## config.mk

```make
export PLATFORM = sky130hd
export DESIGN_NAME = nla_frame_sequencer
export DESIGN_NICKNAME = d
export VERILOG_FILES = /design/src/rtl/nla_frame_sequencer.sv
export SDC_FILE = /design/constraint.sdc
export NUM_CORES = 1
export LEC_CHECK = 0
export CORE_MARGIN = 10
export CORE_UTILIZATION = 50
export DETAILED_ROUTE_END_ITERATION = 10
export GPL_TIMING_DRIVEN = 1
export PLACE_DENSITY_LB_ADDON = 0.2
export SLEW_MARGIN = 10
export SYNTH_ARGS = -nofsm -noshare
export SYNTH_HDL_FRONTEND = slang
export SYNTH_SLANG_ARGS = --single-unit
```

## constraint.sdc

```tcl
create_clock -name clk_i -period 5.3 [get_ports clk_i]
set_clock_uncertainty 0.1 [all_clocks]
set_input_delay 1.06 -clock clk_i [delete_from_list [all_inputs] [get_ports clk_i]]
set_output_delay 1.06 -clock clk_i [all_outputs]
set_load 0.01 [all_outputs]
```

## src/rtl/nla_frame_sequencer.sv

```systemverilog
// nla_frame_sequencer: strips NaN frame markers, sequences BRAM FIFO fill/drain and streams frames out with a last flag
//
// Optional feature macro: NLA_SEQ_STATS_EN (frames_o completed-frame counter; tied to 0 when undefined)
//
// Ports:
//   clk_i, rst_i                 clock, asynchronous active-high reset (drive the FIFO reset as ~rst_i)
//   s_valid_i/s_data_i/s_ready_o upstream sample stream (MARKER words delimit frames)
//   fifo_wr_en_o/fifo_wdata_o    FIFO write port, fires in the upstream accept cycle during FILL
//   fifo_rd_en_o/fifo_rdata_i    FIFO read port, data returns one cycle after the enable
//   fifo_full_i/fifo_empty_i     FIFO status
//   m_valid_o/m_data_o/m_last_o  downstream stream, m_ready_i accepts
//   frame_len_o                  length of the frame being drained
//   busy_o                       FSM not idle
//   overflow_o                   sticky truncation / protocol-error flag
//   frames_o                     saturating completed-frame count
module nla_frame_sequencer #(
  parameter int DATA_W = 32,
  parameter int ADDR_LINES = 12,
  parameter logic [DATA_W-1:0] MARKER = DATA_W'(32'h7F90_0000)
) (
  input  logic                  clk_i,
  input  logic                  rst_i,
  input  logic                  s_valid_i,
  input  logic [DATA_W-1:0]     s_data_i,
  output logic                  s_ready_o,
  output logic                  fifo_wr_en_o,
  output logic [DATA_W-1:0]     fifo_wdata_o,
  output logic                  fifo_rd_en_o,
  input  logic [DATA_W-1:0]     fifo_rdata_i,
  input  logic                  fifo_full_i,
  input  logic                  fifo_empty_i,
  output logic                  m_valid_o,
  output logic [DATA_W-1:0]     m_data_o,
  output logic                  m_last_o,
  input  logic                  m_ready_i,
  output logic [ADDR_LINES:0]   frame_len_o,
  output logic                  busy_o,
  output logic                  overflow_o,
  output logic [15:0]           frames_o
);
  localparam int CW = ADDR_LINES + 1;
  localparam logic [CW-1:0] DEPTH = {1'b1, {ADDR_LINES{1'b0}}};
  localparam logic [1:0] IDLE  = 2'd0;
  localparam logic [1:0] FILL  = 2'd1;
  localparam logic [1:0] DRAIN = 2'd2;
  logic [1:0] state_q, state_d;
  logic [CW-1:0] cnt_q, cnt_d, len_q, len_d, rd_q, rd_d, sent_q, sent_d;
  logic [1:0] bcnt_q, bcnt_d, slot;
  logic [DATA_W-1:0] b0_q, b0_d, b1_q, b1_d;
  logic infl_q, ovf_q, ovf_d, skip_q, skip_d;
  logic is_mk, cnt_full, s_acc, pop, done, err, rd_en;
  assign is_mk = s_data_i == MARKER;
  assign cnt_full = cnt_q == DEPTH;
  // Gated by rst_i so the upstream sees not-ready for the whole reset pulse.
  assign s_ready_o = ~rst_i & ((state_q == IDLE) | ((state_q == FILL) & ~fifo_full_i & ~cnt_full));
  assign s_acc = s_valid_i & s_ready_o;
  assign fifo_wr_en_o = (state_q == FILL) & s_acc & ~is_mk;
  assign fifo_wdata_o = s_data_i;
  assign m_valid_o = bcnt_q != 2'd0;
  assign m_data_o = b0_q;
  assign m_last_o = m_valid_o & (sent_q + CW'(1) == len_q);
  assign pop = m_valid_o & m_ready_i;
  assign done = pop & m_last_o;
  assign err = (state_q == DRAIN) & fifo_empty_i & (rd_q < len_q);
  // Occupancy counts the word popped this cycle as gone, so m_ready_i=1 sustains one read per cycle.
  assign rd_en = (state_q == DRAIN) & (rd_q < len_q) & ~fifo_empty_i & (3'(bcnt_q) + 3'(infl_q) - 3'(pop) < 3'd2);
  assign fifo_rd_en_o = rd_en;
  assign frame_len_o = len_q;
  assign busy_o = state_q != IDLE;
  assign overflow_o = ovf_q;
  // Two-entry FIFO-ordered buffer: b0 is the head, a returning word lands in the first free slot after the pop.
  assign slot = bcnt_q - 2'(pop);
  always_comb begin
    b0_d = pop ? b1_q : b0_q;
    b1_d = b1_q;
    if (infl_q && slot == 2'd0) b0_d = fifo_rdata_i;
    if (infl_q && slot != 2'd0) b1_d = fifo_rdata_i;
    bcnt_d = err ? 2'd0 : slot + 2'(infl_q);
  end
  always_comb begin
    state_d = state_q;
    cnt_d = cnt_q;
    len_d = len_q;
    ovf_d = ovf_q;
    skip_d = skip_q;
    rd_d = (state_q == DRAIN) ? rd_q + CW'(rd_en) : '0;
    sent_d = (state_q == DRAIN) ? sent_q + CW'(pop) : '0;
    if (state_q == IDLE) begin
      // After a truncated frame, its closing marker is swallowed instead of opening a new frame.
      if (s_acc && is_mk) begin
        skip_d = 1'b0;
        cnt_d = '0;
        state_d = skip_q ? IDLE : FILL;
      end
    end else if (state_q == FILL) begin
      if (fifo_full_i || cnt_full) begin
        ovf_d = 1'b1;
        skip_d = 1'b1;
        len_d = cnt_q;
        state_d = (cnt_q == '0) ? IDLE : DRAIN;
      end else if (s_acc && is_mk) begin
        len_d = cnt_q;
        state_d = (cnt_q == '0) ? IDLE : DRAIN;
      end else if (s_acc) begin
        cnt_d = cnt_q + CW'(1);
      end
    end else if (state_q == DRAIN) begin
      ovf_d = ovf_q | err;
      state_d = (err || done) ? IDLE : DRAIN;
    end else begin
      state_d = IDLE;
    end
  end
  always_ff @(posedge clk_i or posedge rst_i) begin
    if (rst_i) begin
      state_q <= IDLE;
      cnt_q <= '0;
      len_q <= '0;
      rd_q <= '0;
      sent_q <= '0;
      bcnt_q <= '0;
      b0_q <= '0;
      b1_q <= '0;
      infl_q <= 1'b0;
      ovf_q <= 1'b0;
      skip_q <= 1'b0;
    end else begin
      state_q <= state_d;
      cnt_q <= cnt_d;
      len_q <= len_d;
      rd_q <= rd_d;
      sent_q <= sent_d;
      bcnt_q <= bcnt_d;
      b0_q <= b0_d;
      b1_q <= b1_d;
      infl_q <= rd_en;
      ovf_q <= ovf_d;
      skip_q <= skip_d;
    end
  end
`ifdef NLA_SEQ_STATS_EN
  logic [15:0] frames_q;
  always_ff @(posedge clk_i or posedge rst_i) begin
    if (rst_i) frames_q <= '0;
    else if (done && frames_q != 16'hFFFF) frames_q <= frames_q + 16'd1;
  end
  assign frames_o = frames_q;
`else
  assign frames_o = 16'd0;
`endif
endmodule

```

**Yosys cells after proc, flatten, opt, wreduce, memory -nomap -nowiden**

Cells that the tools add are included.

- Mux-type cells: 28
- Add/sub/neg operators: 8
- Shift operators: 0
- Divide/modulo/power cells: 0
- Reductions and logical operators: 22
- Magnitude comparators: 2
- Multipliers: 0
- Bitwise logic cells: 22
- Equality and inequality tests: 10

Operators by type and width:

| kind | number |
|---|---|
| two-way mux 13 bit | 10 |
| two-way mux 32 bit | 2 |
| equality test 32 x 31 -> 1 bit (second input constant) | 1 |
| adder 13 x 1 -> 13 bit | 2 |
| adder 13 x 1 -> 13 bit (second input constant) | 2 |
| two-way mux 2 bit | 9 |
| nonzero test 2 bit | 9 |
| bitwise AND 1 bit | 14 |
| equality test 13 bit | 1 |
| equality test 13 bit (second input constant) | 1 |
| zero test 13 bit | 1 |
| < comparator 13 bit | 1 |
| AND reduction 3 bit | 3 |
| two-way mux 1 bit | 7 |
| inverter 1 bit | 6 |
| AND reduction 5 bit | 1 |
| zero test 2 bit | 2 |
| inequality test 2 x 1 -> 1 bit (second input constant) | 2 |
| inequality test 2 bit (second input constant) | 2 |
| adder 2 x 1 -> 3 bit | 1 |
| logical AND 1 bit | 3 |
| < comparator 3 x 2 -> 1 bit (second input constant) | 1 |
| inequality test 3 x 1 -> 1 bit (second input constant) | 1 |
| subtractor 3 x 1 -> 3 bit | 1 |
| 7 further kinds | 9 |

- Memories: 0
- Logic and storage cells: 103
- RAM bits: 0
- Register bits: 123
- ROM bits: 0
- Bits in latches: 0

**Logic depth before layout (Yosys ltp)**

- Word-level depth: 11
- Depth in mapped cells: 17
- Gate-level depth less buffers: 15

**Worst setup path before layout**

OpenSTA, ideal clock, no wires.

- Path kind: input to register
- From: in m_ready_i
- To: reg rd_q[8]
- Library setup time: 0.132 ns
- Data required time: 5.068 ns
- Cell stages on the path: 15
- Arrival: 4.158 ns
- Path slack: 0.910 ns
- Path through: nand2_1 buf_2 inv_1 ha_1 nand2b_1 fa_1 xor2_1 nor4b_1 ha_1 ha_1 nand2_1 nor2_1 nand3_1 xor2_1 nor2_1

- Cells in the longest elaborated chain, start to end: 6

RTL lines:

| what | line | RTL |
|---|---|---|
| start, declared | 35 | `input logic m_ready_i,` |
| bitwise AND 1 bit | 62 | `assign pop = m_valid_o & m_ready_i;` |
| subtractor 3 x 1 -> 3 bit | 66 | `assign rd_en = (state_q == DRAIN) & (rd_q < len_q) & ~fifo_empty_i & (3'(bcnt_q) + 3'(infl_q) - 3'(pop) < 3'd2 ...` |
| < comparator 3 x 2 -> 1 bit | 66 |  |
| bitwise AND 1 bit | 66 |  |
| net fifo_rd_en_o | 28 | `output logic fifo_rd_en_o,` |
| adder 13 x 1 -> 13 bit | 86 | `rd_d = (state_q == DRAIN) ? rd_q + CW'(rd_en) : '0;` |
| two-way mux 13 bit | 86 |  |
| net rd_d[8] | 47 | `logic [CW-1:0] cnt_q, cnt_d, len_q, len_d, rd_q, rd_d, sent_q, sent_d;` |
| end signal, assigned | 131 | `rd_q <= rd_d;` |
| end, declared | 47 |  |

The timed path passes the listed nets, and every way through them passes these cells.
A chain may end at the register's enable or synchronous reset.

**Worst setup path in the final report**

- From: in m_ready_i
- To: out fifo_rd_en_o

- Cells in the longest elaborated chain, start to end: 4

RTL lines:

| what | line |
|---|---|
| bitwise AND 1 bit | 62 |
| subtractor 3 x 1 -> 3 bit | 66 |
| < comparator 3 x 2 -> 1 bit | 66 |
| bitwise AND 1 bit | 66 |
| end, declared | 28 |

Every way passes these cells.

==> results <==
sequential cells by signal (all words and copies together), names as in the netlist, 2 cells and up:
| register | flops |
|---|---|
| b1_q | 32 |
| bcnt_q | 2 |
| cnt_q | 13 |
| frame_len_o | 13 |
| m_data_o | 32 |
| rd_q | 13 |
| sent_q | 13 |
| state_q | 2 |
report_power, final:
| group | switching [uW] | internal [uW] | total (uW) |
|---|---|---|---|
| sequential | 115 | 1140 | 1260 |
| combinational | 363 | 495 | 858 |
| clock | 420 | 742 | 1160 |
| total | 898 | 2380 | 3280 |
cells by family (layout without fill, tap and decap cells):
group | after synthesis | after routing | share of synthesized area, %
AND/OR/NAND/NOR | 195 | 195 | 14.7
AO/OA/AOI/OAI | 101 | 101 | 9.18
multiplexers | 76 | 76 | 12.4
flip-flops | 123 | 123 | 46.0
other | 1 | 16 | 0.0560
XOR/XNOR | 36 | 36 | 4.71
adder cells (fa/ha/maj) | 23 | 23 | 4.41
buffers and inverters | 97 | 213 | 8.54
metrics by stage:
stage	util, %	std cells	cell area (um2)	power (uW)
floorplan	-	667	6750	1700
global route	65.8	959	8680	3440
detailed placement	61.3	927	8080	2140
global placement	61.3	927	8080	2110
finish	65.8	959	8680	3280
CTS	65.8	959	8680	3320
final cells by class:
| type | instances | share of cell area, % |
|---|---|---|
| multi-input combinational | 447 | 36.0 |
| sequential | 123 | 35.5 |
| timing repair buffer | 159 | 18.2 |
| clock buffer | 23 | 5.62 |
| tap | 176 | 2.54 |
| clock inverter | 9 | 1.28 |
| inverter | 22 | 0.980 |
cells in the final DEF (no fill, tap or decap), types with 7 or more instances in the layout:
cell type and instances:
sky130_fd_sc_hd__o21ai_0 16, sky130_fd_sc_hd__clkbuf_16 17, sky130_fd_sc_hd__xnor2_1 16, sky130_fd_sc_hd__ha_1 22
sky130_fd_sc_hd__xor2_1 20, sky130_fd_sc_hd__nor4_1 8, sky130_fd_sc_hd__dfrtp_1 123, sky130_fd_sc_hd__a21oi_1 50
sky130_fd_sc_hd__inv_1 21, sky130_fd_sc_hd__nor3_1 10, sky130_fd_sc_hd__nand3_1 22, sky130_fd_sc_hd__nand4_1 7
sky130_fd_sc_hd__nand2_1 26, sky130_fd_sc_hd__mux2i_1 33, sky130_fd_sc_hd__conb_1 16, sky130_fd_sc_hd__or3_1 12
sky130_fd_sc_hd__nor2_1 67, sky130_fd_sc_hd__mux2_2 38, sky130_fd_sc_hd__and3_1 11, sky130_fd_sc_hd__clkdlybuf4s50_1 153
critical path: cells and delay by family:
kind                     cells  cell delay, ps
XOR/XNOR                     1             150
adder cells (fa/ha/maj)      2             600
buffers and inverters        3            1230
AND/OR/NAND/NOR              3             620
metal layers:
layer	vias to the layer above	part of all wire [%]	GRT usage (%)
met5	-	0	0
met4	0	1.3	6.40
met3	24	9.2	7.57
met2	205	51	32.8
met1	2566	38	21.0
li1	2481	-	-
worst max path at each step:
stage	startpoint	to	slack [ps]	cells past startpoint
finish	m_ready_i	fifo_rd_en_o	480	9
global route	frame_len_o[8]$_DFFE_PP0P_	fifo_rd_en_o	310	9
CTS	m_ready_i	fifo_rd_en_o	450	9
detailed placement	m_ready_i	fifo_rd_en_o	470	9
global placement	m_ready_i	fifo_rd_en_o	530	9
floorplan	rst_i	b1_q[0]$_DFFE_PP0P_	870	1
==> results by group <==
CTS
  • Number of hold-repair buffers added at the cts stage: 0
  • TritonCTS clock tree: built
  • Inserted Clock Buffers: 17
  • Latest clock arrival within the worst-skew pair: roughly 420 ps
  • Clock-pin slew of the registers on the worst-case setup and hold paths: about 50 ps
  • Deepest level of the CTS H-tree: 4
  • Maximum number of buffers from clock root to sink: 2
  • Number of sinks handled by clock tree synthesis: ~120
  • Post-CTS sizing: 0
  • Buffer cell driving the clock tree root: sky130_fd_sc_hd__clkbuf_16
  • Number of setup buffers added after CTS: 0

Layout
  • Post-layout net count: 863
  • Area used by sequential logic in the layout: around 0.0031 mm2
  • Layout fillers: 1030
  • Share of layout cells above drive strength 1: between 10 and 15%
  • Combined area of the multi-input logic cells: around 0.0031 mm2
  • Area growth syn-to-layout: 29.6%
  • ANT cells: 0

Route
  • Avg Vias per Cell: 5.50
  • Starting DRC count in detailed routing: roughly 320
  • Number of DRC violations after detailed routing: 0
  • Number of nets with antenna violations after routing: 0
  • Wire length per cell: around 18 um
  • Aggregate routed wire length: approximately 17000 um
  • Number of optimization iterations in the first detailed-route pass: 5
  • Vias: 5276

GRT
  • Initial antenna violation count: 0
  • Largest net degree at the start of global routing: 64
  • Global-route total usage across every layer: a little under a fifth
  • Total congestion overflow after global routing: 0
  • Vias in the first global route: 5602
  • First-pass GRT wire length: 28100 um

Synthesis
  • Ys flop type: sky130_fd_sc_hd__dfrtp_1
  • Top cells by area, synth: sky130_fd_sc_hd__dfrtp_1 46%, sky130_fd_sc_hd__mux2_2 6.4%, sky130_fd_sc_hd__buf_4 5.4%
  • Total of warnings raised by yosys: 0
  • Post-synth ARST share: between 90% and 100%
  • Top-count cell post-synth: sky130_fd_sc_hd__dfrtp_1
  • Synth top cells by count: 123 x sky130_fd_sc_hd__dfrtp_1, 67 x sky130_fd_sc_hd__nor2_1, 51 x sky130_fd_sc_hd__a21oi_1
  • Sequential-to-total area share from yosys stat: 46.0%
  • Post-Syn Area: 0.00670 mm2
  • Post-Synthesis Cells: between 600 and 700
  • Post-synth top area cell: sky130_fd_sc_hd__dfrtp_1
  • Yosys cell types: 53
  • Number of synthesized register bits: about 120
  • Avg Cell Area, Syn: 10.3 um2
  • Number of flops mapped to enable cells by yosys: 0
  • Post-synth top area share: between 40% and 50%

Outcome
  • Run status: complete, no violations

Setup path
  • Slowest cell on the critical path: sky130_fd_sc_hd__clkdlybuf4s50_1
  • Cell chain of the critical path: clkdlybuf4s50_1 > nand2_2 > inv_1 > ha_1 > nand2b_1 > fa_1 > xor2_1 > nor4b_1 > clkdlybuf4s50_1
  • WS Path Type: in2out
  • Crit-path max FO: 3
  • Capturing element type of the critical path: primary output
  • Slowest stage delay, CP: roughly 640 ps
  • Setup slack, reg-to-reg: 1250 ps
  • Arrival @ worst endpoint: around 3700 ps
  • Number of cells on the worst reg-to-reg path: 16
  • Startpoint of the lowest-slack register-to-register path: frame_len_o[8]$_DFFE_PP0P_
  • Critical path data required time: roughly 4100 ps
  • Kind of start point of the critical path: input pin
  • Critical R2R Capture: rd_q[10]$_DFF_PP0_
  • Cell mode on critical path: sky130_fd_sc_hd__clkdlybuf4s50_1

Placement
  • Post-Place Worst Slack: 473 ps
  • Count of port buffers added during placement: 153
  • Hpwl dp: approximately 13000 um
  • GPL Wtd Cong: around 0.91

Floorplanning
  • Number of placement rows: between 40 and 50
  • Die ar.: 0.0184 mm2
  • Initial core utilization: 50.8%
  • Die extent in x: about 140 um
  • Core footprint: between 0.01 and 0.015 mm2
  • Die Span Y: 136 um
  • Number of I/O pins: 170

STA
  • Clock period minus final worst setup slack: roughly 4800 ps
  • Slew margin rel.: 25.0%
  • Final worst setup slack: around 480 ps
  • Unrepaired setup endpoints after global routing: no
  • Total Negative Setup Slacks: 0 ps
  • Final hold slack: 376 ps
  • Measured slew at the worst slew-check pin: around 1100 ps
  • Highest attainable clock frequency: roughly 210 MHz
  • Final cycle utilization of the critical path: between 90% and 100%
  • Number of hold violations in the final report: 0
  • Number of setup violations in the final report: 0
  • Final slew viol count: 0

Pwr
  • VDD IR-drop max: about 0.22 mV
  • Power per standard cell area: 378 mW/mm2
  • Leakage power summed over all cells: ~0.0038 uW

Hold path
  • Worst hold path stage count: 1
  • Class of the tightest hold or removal check: reg2reg
  • Hold_sp: skip_q$_DFFE_PP0P_
  • Sink of the worst hold path: skip_q$_DFFE_PP0P_

Run
  • Max-Cap Viols: 0
Power figures use the tool's default switching activity.
